### src/rtl/integer_file_pkg.sv
// Shared constants, types and helpers for the integer register file family.
package integer_file_pkg;

  localparam int XLEN_DEF   = 32;
  localparam int NREGS_DEF  = 32;
  localparam int NUM_RD_DEF = 2;
  localparam int AW_DEF     = $clog2(NREGS_DEF);

  typedef logic [XLEN_DEF-1:0] xlen_t;
  typedef logic [AW_DEF-1:0]   reg_addr_t;

  // True for the hardwired-zero register. Callers widen their address to 32 bits.
  function automatic logic is_x0(input int unsigned addr);
    return (addr == 0);
  endfunction

endpackage

### src/rtl/integer_file_mp_if.sv
// Issue/writeback bus of the multi-read-port integer file.
// Handshake: there is no valid/ready pair; reads are combinational every cycle,
// and wr_en_in / rsv_en_in are single-cycle qualifiers sampled on the rising clock.
interface integer_file_mp_if
  import integer_file_pkg::*;
#(
  parameter int XLEN   = XLEN_DEF,
  parameter int NREGS  = NREGS_DEF,
  parameter int NUM_RD = NUM_RD_DEF
);
  localparam int AW = $clog2(NREGS);

  logic [NUM_RD*AW-1:0]   rs_addr_in;
  logic [NUM_RD*XLEN-1:0] rs_out;
  logic [NUM_RD-1:0]      rs_busy_out;
  logic [AW-1:0]          rd_addr_in;
  logic                   wr_en_in;
  logic [XLEN-1:0]        rd_in;
  logic                   rsv_en_in;
  logic [AW-1:0]          rsv_addr_in;
  logic                   any_busy_out;

  // Issue/writeback side
  modport master (
    output rs_addr_in, rd_addr_in, wr_en_in, rd_in, rsv_en_in, rsv_addr_in,
    input  rs_out, rs_busy_out, any_busy_out
  );

  // Register file side
  modport slave (
    input  rs_addr_in, rd_addr_in, wr_en_in, rd_in, rsv_en_in, rsv_addr_in,
    output rs_out, rs_busy_out, any_busy_out
  );
endinterface

### src/rtl/integer_file_scoreboard.sv
// Write-pending scoreboard: one busy bit per register, set by a reservation,
// cleared by the writeback to that register. x0 is never busy.
module integer_file_scoreboard
  import integer_file_pkg::*;
#(
  parameter int NREGS  = NREGS_DEF,
  parameter int NUM_RD = NUM_RD_DEF,
  parameter int AW     = $clog2(NREGS)
) (
  input  logic                 clk,
  input  logic                 rst_n,
  input  logic                 rsv_en,
  input  logic [AW-1:0]        rsv_addr,
  input  logic                 wr_en,
  input  logic [AW-1:0]        wr_addr,
  input  logic [NUM_RD*AW-1:0] rs_addr,
  output logic [NUM_RD-1:0]    rs_busy,
  output logic                 any_busy
);

  logic [NREGS-1:0] busy;

  // Clear on writeback, then set on reservation so a same-register reserve wins.
  always_ff @(posedge clk or negedge rst_n) begin
    if (!rst_n) begin
      busy <= '0;
    end else begin
      if (wr_en && !is_x0(32'(wr_addr)))
        busy[wr_addr] <= 1'b0;
      if (rsv_en && !is_x0(32'(rsv_addr)))
        busy[rsv_addr] <= 1'b1;
    end
  end

  // Per-port busy lookup; busy[0] is never set so x0 reads back not-busy.
  always_comb begin
    rs_busy = '0;
    for (int k = 0; k < NUM_RD; k++)
      rs_busy[k] = busy[rs_addr[k*AW +: AW]];
  end

  // Drain/flush indicator
  assign any_busy = |busy;

endmodule

### src/rtl/integer_file_mp.sv
// Multi-read-port integer register file with write-pending scoreboard.
// Optional same-cycle write-to-read bypass: define INTEGER_FILE_BYPASS_EN.
module integer_file_mp
  import integer_file_pkg::*;
#(
  parameter int XLEN   = XLEN_DEF,
  parameter int NREGS  = NREGS_DEF,
  parameter int NUM_RD = NUM_RD_DEF,
  parameter int AW     = $clog2(NREGS)
) (
  input  logic              clk_in,
  input  logic              reset_n_in,
  integer_file_mp_if.slave  bus
);

  logic [XLEN-1:0]   regs [NREGS];
  logic [AW-1:0]     rs_addr_a [NUM_RD];
  logic [NUM_RD-1:0] sb_busy;
  logic [NUM_RD*XLEN-1:0] rs_out_c;
  logic [NUM_RD-1:0]      rs_busy_c;

  // Data array; x0 is never written so it stays at its reset value of zero.
  always_ff @(posedge clk_in or negedge reset_n_in) begin
    if (!reset_n_in) begin
      for (int i = 0; i < NREGS; i++)
        regs[i] <= '0;
    end else if (bus.wr_en_in && !is_x0(32'(bus.rd_addr_in))) begin
      regs[bus.rd_addr_in] <= bus.rd_in;
    end
  end

  integer_file_scoreboard #(
    .NREGS  (NREGS),
    .NUM_RD (NUM_RD),
    .AW     (AW)
  ) u_scoreboard (
    .clk      (clk_in),
    .rst_n    (reset_n_in),
    .rsv_en   (bus.rsv_en_in),
    .rsv_addr (bus.rsv_addr_in),
    .wr_en    (bus.wr_en_in),
    .wr_addr  (bus.rd_addr_in),
    .rs_addr  (bus.rs_addr_in),
    .rs_busy  (sb_busy),
    .any_busy (bus.any_busy_out)
  );

  // Split the packed read-address bus into per-port addresses.
  always_comb begin
    for (int k = 0; k < NUM_RD; k++)
      rs_addr_a[k] = bus.rs_addr_in[k*AW +: AW];
  end

  // Read muxes, with the optional bypass of this cycle's writeback data.
  always_comb begin
    rs_out_c  = '0;
    rs_busy_c = '0;
    for (int k = 0; k < NUM_RD; k++) begin
      if (!is_x0(32'(rs_addr_a[k]))) begin
        rs_out_c[k*XLEN +: XLEN] = regs[rs_addr_a[k]];
        rs_busy_c[k]             = sb_busy[k];
      end
`ifdef INTEGER_FILE_BYPASS_EN
      // A same-register reservation means a newer producer is pending, so no bypass.
      if (reset_n_in && bus.wr_en_in && !is_x0(32'(bus.rd_addr_in)) &&
          (rs_addr_a[k] == bus.rd_addr_in) &&
          !(bus.rsv_en_in && (bus.rsv_addr_in == bus.rd_addr_in))) begin
        rs_out_c[k*XLEN +: XLEN] = bus.rd_in;
        rs_busy_c[k]             = 1'b0;
      end
`endif
    end
  end

  assign bus.rs_out      = rs_out_c;
  assign bus.rs_busy_out = rs_busy_c;

endmodule

### src/flat_wrapper.sv
// flat-port wrapper written by rule: the top's interface ports become plain ports
module integer_file_mp_flat import integer_file_pkg::*;
#(
  parameter int XLEN   = XLEN_DEF,
  parameter int NREGS  = NREGS_DEF,
  parameter int NUM_RD = NUM_RD_DEF,
  parameter int AW     = $clog2(NREGS)
)
  (clk_in, reset_n_in, bus_rs_addr_in, bus_rd_addr_in, bus_wr_en_in, bus_rd_in, bus_rsv_en_in, bus_rsv_addr_in, bus_rs_out, bus_rs_busy_out, bus_any_busy_out);
  integer_file_mp_if #(.XLEN(XLEN), .NREGS(NREGS), .NUM_RD(NUM_RD)) bus_i ();
  input  logic clk_in;
  input  logic reset_n_in;
  input wire logic [$bits(bus_i.rs_addr_in)-1:0] bus_rs_addr_in;
  input wire logic [$bits(bus_i.rd_addr_in)-1:0] bus_rd_addr_in;
  input wire logic [$bits(bus_i.wr_en_in)-1:0] bus_wr_en_in;
  input wire logic [$bits(bus_i.rd_in)-1:0] bus_rd_in;
  input wire logic [$bits(bus_i.rsv_en_in)-1:0] bus_rsv_en_in;
  input wire logic [$bits(bus_i.rsv_addr_in)-1:0] bus_rsv_addr_in;
  output wire logic [$bits(bus_i.rs_out)-1:0] bus_rs_out;
  output wire logic [$bits(bus_i.rs_busy_out)-1:0] bus_rs_busy_out;
  output wire logic [$bits(bus_i.any_busy_out)-1:0] bus_any_busy_out;
  assign bus_i.rs_addr_in = bus_rs_addr_in;
  assign bus_i.rd_addr_in = bus_rd_addr_in;
  assign bus_i.wr_en_in = bus_wr_en_in;
  assign bus_i.rd_in = bus_rd_in;
  assign bus_i.rsv_en_in = bus_rsv_en_in;
  assign bus_i.rsv_addr_in = bus_rsv_addr_in;
  assign bus_rs_out = bus_i.rs_out;
  assign bus_rs_busy_out = bus_i.rs_busy_out;
  assign bus_any_busy_out = bus_i.any_busy_out;
  integer_file_mp #(.XLEN(XLEN), .NREGS(NREGS), .NUM_RD(NUM_RD), .AW(AW)) u_core (.clk_in(clk_in), .reset_n_in(reset_n_in), .bus(bus_i));
endmodule
### config.mk
export PLATFORM = sky130hd
export DESIGN_NAME = integer_file_mp_flat
export DESIGN_NICKNAME = d
export VERILOG_FILES = /design/src/rtl/integer_file_pkg.sv /design/src/rtl/integer_file_mp_if.sv /design/src/rtl/integer_file_scoreboard.sv /design/src/rtl/integer_file_mp.sv /design/src/flat_wrapper.sv
export SDC_FILE = /design/constraint.sdc
export NUM_CORES = 2
export LEC_CHECK = 0
export ABC_CLOCK_PERIOD_IN_PS = 6100
export BUFFER_PORTS_ARGS = -buffer_cell sky130_fd_sc_hd__buf_2
export CORE_ASPECT_RATIO = 1.75
export CORE_UTILIZATION = 35
export DETAILED_ROUTE_END_ITERATION = 16
export PLACE_DENSITY_LB_ADDON = 0.1
export REMOVE_ABC_BUFFERS = 1
export SLEW_MARGIN = 20
export SYNTH_ARGS = -nofsm -noshare
export SYNTH_HDL_FRONTEND = slang
export SYNTH_SLANG_ARGS = --single-unit
### constraint.sdc
create_clock -name clk_in -period 6.1 [get_ports clk_in]
set_clock_uncertainty 0.2 [all_clocks]
set_input_delay 0.61 -clock clk_in [delete_from_list [all_inputs] [get_ports clk_in]]
set_output_delay 0.61 -clock clk_in [all_outputs]
set_load 0.02 [all_outputs]
== After elaboration in Yosys (flattened, before gate mapping) ==
Index checks and enable logic that the tools add are counted.

* Logic and storage cells: 84
* Output and inout port bits: 67
* Bits of input ports: 56
* Bits in registers: 1,056

* Bitwise logic cells: 6
* Order comparisons: 10
* Muxes and demuxes: 23
* Reductions and logical operators: 12

{| class="wikitable"
|+ Operators with widths
! operator !! number
|-
| 1024-bit bitwise mux || 1
|-
| 32-bit binary-select mux with 5-bit select || 2
|-
| 32-bit two-way mux || 9
|-
| 32-bit demux with 5-bit select || 1
|-
| 32-bit bitwise AND || 1
|-
| 32-bit inverter || 1
|-
| 32-bit OR || 1
|-
| 32-bit OR reduction || 1
|-
| 5-bit by 6-bit less-than comparator with 1-bit output (second input constant) || 4
|-
| 5-bit logical NOT || 4
|-
| 6-bit greater-or-equal comparator (second input constant) || 3
|-
| 5-bit inverter with 6-bit output || 3
|-
| 1-bit binary-select mux with 5-bit select || 2
|-
| 1-bit demux with 5-bit select || 2
|-
| 5-bit by 1-bit greater-or-equal comparator with 1-bit output (second input constant) || 2
|-
| 6-bit by 1-bit less-than comparator with 1-bit output (second input constant) || 1
|-
| 1-bit two-way mux || 6
|-
| 1-bit logical AND || 5
|-
| 1-bit logical NOT || 2
|}

== Depth between registers and ports, before layout ==
* Depth in word-level cells: 9
* Depth in mapped cells: 8
* Mapped depth without buffers: 4

== Cells and area by module ==
Synthesis repeated with hierarchy kept, for this count alone.

* Cell total of the unflattened synthesis: 3,845
* Area total of the unflattened synthesis: 56,451.6 sq um

{| class="wikitable"
|+ Modules (own cells, without submodules)
! module !! area an instance (sq um) !! times used !! cells each !! seq. area each (sq um)
|-
| integer_file_mp || 54,425.9 || 1 || 3,623 || 25,624.6
|-
| integer_file_scoreboard || 2,025.7 || 1 || 222 || 800.8
|}

== Worst setup path after synthesis ==
No wires, ideal clock.

* Kind: input to output
* From: input port bus_rs_addr_in[0]
* To: output port bus_rs_out[0]
* Required time: 5.290 ns
* Setup slack: 2.875 ns
* Data arrival time: 2.415 ns
* Stages on the path: 7
* Path through: buf_2 -> inv_1 -> buf_4 -> clkbuf_1 -> clkbuf_1 -> o2111ai_1 -> a311oi_1

* Word-level cells in the longest chain between the ends: 5
* Elaborated cells between the ends (all ways): 6

{| class="wikitable"
|+ RTL lines
! what !! line !! source
|-
| start: declaration || flat_wrapper.sv:13 || <nowiki>input wire logic [$bits(bus_i.rs_addr_in)-1:0] bus_rs_addr_in;</nowiki>
|-
| 5-bit inverter with 6-bit output (implied by the code) || integer_file_mp.sv:60 || <nowiki>rs_out_c[k*XLEN +: XLEN] = regs[rs_addr_a[k]];</nowiki>
|-
| 32-bit binary-select mux with 5-bit select || integer_file_mp.sv:60 ||
|-
| 32-bit two-way mux (implied by the code) (2 in a row) || integer_file_mp.sv:60 ||
|-
| 32-bit two-way mux * || integer_file_mp.sv:59 || <nowiki>if (!is_x0(32'(rs_addr_a[k]))) begin</nowiki>
|-
| end: declaration || flat_wrapper.sv:19 || <nowiki>output wire logic [$bits(bus_i.rs_out)-1:0] bus_rs_out;</nowiki>
|}

Every way passes the cells marked *; elsewhere a longest branch is shown, timed or not. The select of a mux whose other input is x is not followed.

== Worst setup path after layout ==
* From: input port bus_rs_addr_in[3]
* To: output port bus_rs_out[10]

The elaborated chain is that of the path after synthesis.

==> metrics <==
number of hold-slack violations in the final timing report 0; number of antenna violations at the first check in global routing 6; Crit path required time about 5.3 ns; multiplexer fraction of the synthesized cell area about 43%; Skew-Pair Late Insertion Delay 0.71 ns; Final Setup Violations 0; share of async-settable or async-resettable flops after synthesis 100%; number of global-route vias before repair between 30000 and 40000; share of synthesized area occupied by flip-flops and latches a little under half; Core Box Area between 0.15 and 0.2 mm^2; outcome finished, final reports clean; Setup crit start kind primary input; unrepaired setup endpoints after global routing false; number of nets in the layout ~3700; portion of the clock cycle consumed by the worst path in the final layout a little under three quarters; post-synthesis simple-gate area fraction roughly 1.6%; minimum period implied by the final worst setup slack roughly 4.3 ns; level count of the clock H-tree 3; global-route wire length before repair 293 mm; number of enable flip-flop cells after synthesis 0; accumulated negative setup slack 0 ns; TritonCTS buffer count approximately 110; FILL cells ~15000; combined area of all synthesized cells approximately 0.056 mm^2; Port Buffer Count ~120; number of clock sinks 1056; number of warnings reported in the yosys synthesis log 0; initial detailed-routing violation count around 2400; worst hold-check path type primary input to register; XOR/XNOR share of the synthesized area 0%; CTS tree done; share of the synthesized area in compound gates (AO/OA/AOI/OAI) between 5 and 6%; clk slew on worst S/H paths 0.06 ns; die footprint 0.162 mm^2; Max Buffers Root-to-Sink 3; critical path type primary input to primary output; Seq cells post-synth roughly 1100; remaining global-route overflow 0; worst path setup slack after routing 1.77 ns; Least-Margin Pin Slew around 1.2 ns; number of remaining DRC errors 0; Wirelength per Cell around 35 um; clock root buffer master sky130_fd_sc_hd__clkbuf_16; maximum achievable frequency around 230 MHz; Total Routed Length 202 mm; number of distinct library cell variants in the gate-level netlist after synthesis 42; type of destination of the critical path primary output; postcts setup bufs 0; worst slack, placed ~1.8 ns; pin count of the biggest net entering global routing ~170; placement row count 194; biggest area contributors in the synthesized netlist sky130_fd_sc_hd__dfrtp_1 (47%), sky130_fd_sc_hd__mux2_2 (20%), sky130_fd_sc_hd__mux4_2 (19%); Area growth, synth to finish 11.5%; leakage power total around 27 nW; Via-to-Cell Ratio between 6 and 7; Die W 305 um; P per Cell Area roughly 330 mW/mm^2; final count of pins violating max slew 0; cell count after synthesis between 3000 and 4000; maximum net fanout on the critical path 27; combinational family with the most area after synthesis multiplexers; Slew HR between 20% and 30%; half-perimeter wire length of the detailed placement result approximately 120 mm; most frequently used flop master after synthesis sky130_fd_sc_hd__dfrtp_1; Max Cap Viol 0; Max IR drop VDD around 0.26 mV; power after layout 20.6 mW; global-route usage over all layers 25.1%; fraction of post-synthesis cell area in the top cell type by area roughly 47%; Avg Inst Size Synth roughly 15 um^2; post-route ant nets 0; fraction of final layout cells with drive strength greater than 1 roughly 52%; post-route insts no fill 5791; Placed Cells incl. Taps ~5600; DRT Pass-1 Iters 5; placer's final routability congestion estimate 0.782; number of top-level pins 123; number of vias after detailed routing between 30000 and 40000; Chip Height 532 um; cell type with the largest total area after synthesis sky130_fd_sc_hd__dfrtp_1; arrival time at the worst endpoint 3.52 ns; Post-Synth Adder-Cell Area 0%; initial core utilization 35.2%
-- synthesized netlist by cell type (2+ instances only) --
| master | number |
|---|---|
| sky130_fd_sc_hd__dfrtp_1 | 1056 |
| sky130_fd_sc_hd__mux2_2 | 985 |
| sky130_fd_sc_hd__mux4_2 | 462 |
| sky130_fd_sc_hd__clkbuf_1 | 245 |
| sky130_fd_sc_hd__mux2i_1 | 197 |
| sky130_fd_sc_hd__buf_2 | 123 |
| sky130_fd_sc_hd__o21ai_0 | 100 |
| sky130_fd_sc_hd__a22oi_1 | 66 |
| sky130_fd_sc_hd__a221oi_1 | 50 |
| sky130_fd_sc_hd__nand2_1 | 49 |
| sky130_fd_sc_hd__buf_1 | 46 |
| sky130_fd_sc_hd__nor2b_1 | 45 |
| sky130_fd_sc_hd__a211oi_1 | 33 |
| sky130_fd_sc_hd__a221o_1 | 33 |
| sky130_fd_sc_hd__a311oi_1 | 33 |
| sky130_fd_sc_hd__a31oi_1 | 33 |
| sky130_fd_sc_hd__mux2_4 | 29 |
| sky130_fd_sc_hd__nor2_1 | 23 |
| sky130_fd_sc_hd__buf_4 | 22 |
| sky130_fd_sc_hd__o2111ai_1 | 16 |
| sky130_fd_sc_hd__inv_1 | 11 |
| sky130_fd_sc_hd__mux2_1 | 11 |
| sky130_fd_sc_hd__a22o_1 | 9 |
| sky130_fd_sc_hd__nand3_1 | 8 |
| sky130_fd_sc_hd__nor4_1 | 8 |
| sky130_fd_sc_hd__o22ai_1 | 8 |
| sky130_fd_sc_hd__nand2b_1 | 7 |
| sky130_fd_sc_hd__and2_1 | 4 |
| sky130_fd_sc_hd__nand4_1 | 4 |
| sky130_fd_sc_hd__nor3_2 | 4 |
| sky130_fd_sc_hd__or2_2 | 4 |
| sky130_fd_sc_hd__buf_6 | 3 |
| sky130_fd_sc_hd__nor3_1 | 3 |
| sky130_fd_sc_hd__a32o_1 | 2 |
| sky130_fd_sc_hd__o2bb2ai_1 | 2 |
| sky130_fd_sc_hd__or2_1 | 2 |
| sky130_fd_sc_hd__or3_1 | 2 |
| sky130_fd_sc_hd__or4_1 | 2 |
-- worst max-delay path, stage by stage --
cell,delay [ns]
sky130_fd_sc_hd__buf_4,0.47
sky130_fd_sc_hd__nor2b_4,0.69
sky130_fd_sc_hd__buf_4,0.46
sky130_fd_sc_hd__a22oi_1,0.15
sky130_fd_sc_hd__a311oi_1,0.73
sky130_fd_sc_hd__buf_2,0.30
-- routing by layer --
layer | track usage, % | part of all wire, % | routed length (um) | up-vias
met2 | 43.7 | 51 | 104000 | 931
met4 | 10.5 | 4.3 | 8700 | 0
met3 | 2.93 | 3.8 | 7710 | 337
li1 | - | - | - | 14361
met1 | 31.5 | 41 | 82300 | 19728
met5 | 0 | 0 | 0 | -
-- worst paths after layout --
| check | startpoint | end | slack, ns | cells after the start |
|---|---|---|---|---|
| setup / recovery | bus_rs_addr_in[3] | bus_rs_out[10] | 1.77 | 6 |
| hold / removal | bus_rsv_addr_in[4] | u_core.u_scoreboard.busy[17] | 0.06 | 3 |
| setup reg to reg | u_core.regs[374] | u_core.regs[374] | 5.07 | 1 |
| hold reg to reg | u_core.regs[1020] | u_core.regs[1020] | 0.19 | 0 |
| max in group asynchronous | reset_n_in | u_core.regs[387] | 3.72 | 3 |
| min in group asynchronous | reset_n_in | u_core.regs[1004] | 0.28 | 2 |
-- power breakdown --
group | total (mW) | internal, mW | switching (mW) | leakage, nW
Sequential | 9.40 | 8.35 | 1.05 | 13.5
Clock | 6.97 | 3.99 | 2.98 | 1.83
Combinational | 4.19 | 2.45 | 1.74 | 11.4
-- state kept, by name, summed over array words and instances (netlist names) --
signal / count
u_core.regs: 1024
u_core.u_scoreboard.busy: 32
-- timing repair --
item / CTS / global route
hold buffers: 4 / 0
gates resized for setup: 0 / 0
hold endpoints to repair: 67 / 0
-- kinds of logic (layout without fill, tap and decap cells) --
family,count (synthesis),in the layout
muxes,1684,1684
DFF,1056,1056
buffers and inverters,450,436
AOI/OAI and AO/OA,386,386
and+or+nand+nor,168,168
other,0,3
-- placed cells by master (no fill, tap or decap), types with 3 or more instances in the layout --
cell type	Yosys	routed
sky130_fd_sc_hd__dfrtp_1	1056	1056
sky130_fd_sc_hd__mux2_2	985	985
sky130_fd_sc_hd__mux4_2	462	462
sky130_fd_sc_hd__mux2i_1	197	197
sky130_fd_sc_hd__buf_2	123	112
sky130_fd_sc_hd__clkbuf_16	0	110
sky130_fd_sc_hd__o21ai_0	100	100
sky130_fd_sc_hd__buf_4	22	80
sky130_fd_sc_hd__a22oi_1	66	66
sky130_fd_sc_hd__a221oi_1	50	50
sky130_fd_sc_hd__nor2b_1	45	40
sky130_fd_sc_hd__nand2_1	49	39
sky130_fd_sc_hd__a221o_1	33	33
sky130_fd_sc_hd__a31oi_1	33	33
sky130_fd_sc_hd__a211oi_1	33	33
sky130_fd_sc_hd__a311oi_1	33	33
sky130_fd_sc_hd__clkbuf_8	0	33
sky130_fd_sc_hd__mux2_4	29	29
sky130_fd_sc_hd__buf_12	0	24
sky130_fd_sc_hd__clkinv_2	0	23
sky130_fd_sc_hd__clkbuf_1	245	20
sky130_fd_sc_hd__o2111ai_1	16	16
sky130_fd_sc_hd__nor2_4	0	14
sky130_fd_sc_hd__mux2_1	11	11
sky130_fd_sc_hd__nand2_4	0	10
sky130_fd_sc_hd__nor2_1	23	9
sky130_fd_sc_hd__inv_1	11	9
sky130_fd_sc_hd__a22o_1	9	9
sky130_fd_sc_hd__o22ai_1	8	8
sky130_fd_sc_hd__nor4_1	8	8
sky130_fd_sc_hd__nand3_1	8	7
sky130_fd_sc_hd__bufinv_16	0	7
sky130_fd_sc_hd__nand2b_1	7	6
sky130_fd_sc_hd__nor2b_4	0	5
sky130_fd_sc_hd__buf_8	0	5
sky130_fd_sc_hd__nand4_1	4	4
sky130_fd_sc_hd__or2_2	4	4
sky130_fd_sc_hd__nor3_4	0	4
sky130_fd_sc_hd__dlygate4sd3_1	0	4
sky130_fd_sc_hd__diode_2	0	3
-- final cells by class --
cell class / instances / area (um^2) / area share (%)
clock buffer: 163 / 3280 / 5.25
inverter: 11 / 46.3 / 0.0740
tap: 2058 / 2570 / 4.12
clock inverter: 34 / 379 / 0.606
multi-input combinational: 2238 / 28000 / 44.8
sequential: 1056 / 26400 / 42.2
timing repair buffer: 228 / 1810 / 2.89
antenna: 3 / 7.51 / 0.0120
-- metrics by stage --
stage / hold slack (ns) / instance area [um^2] / util (%)
final: 0.0569 / 62600 / 39.2
after floorplan: 0.114 / 54200 / -
after detailed placement: 0.183 / 58800 / 36.9
after CTS: 0.00691 / 62500 / 39.2
after global routing: 0.0550 / 62600 / 39.2
after global placement: 0.177 / 58800 / 36.9
Power figures use the tool's default switching activity.
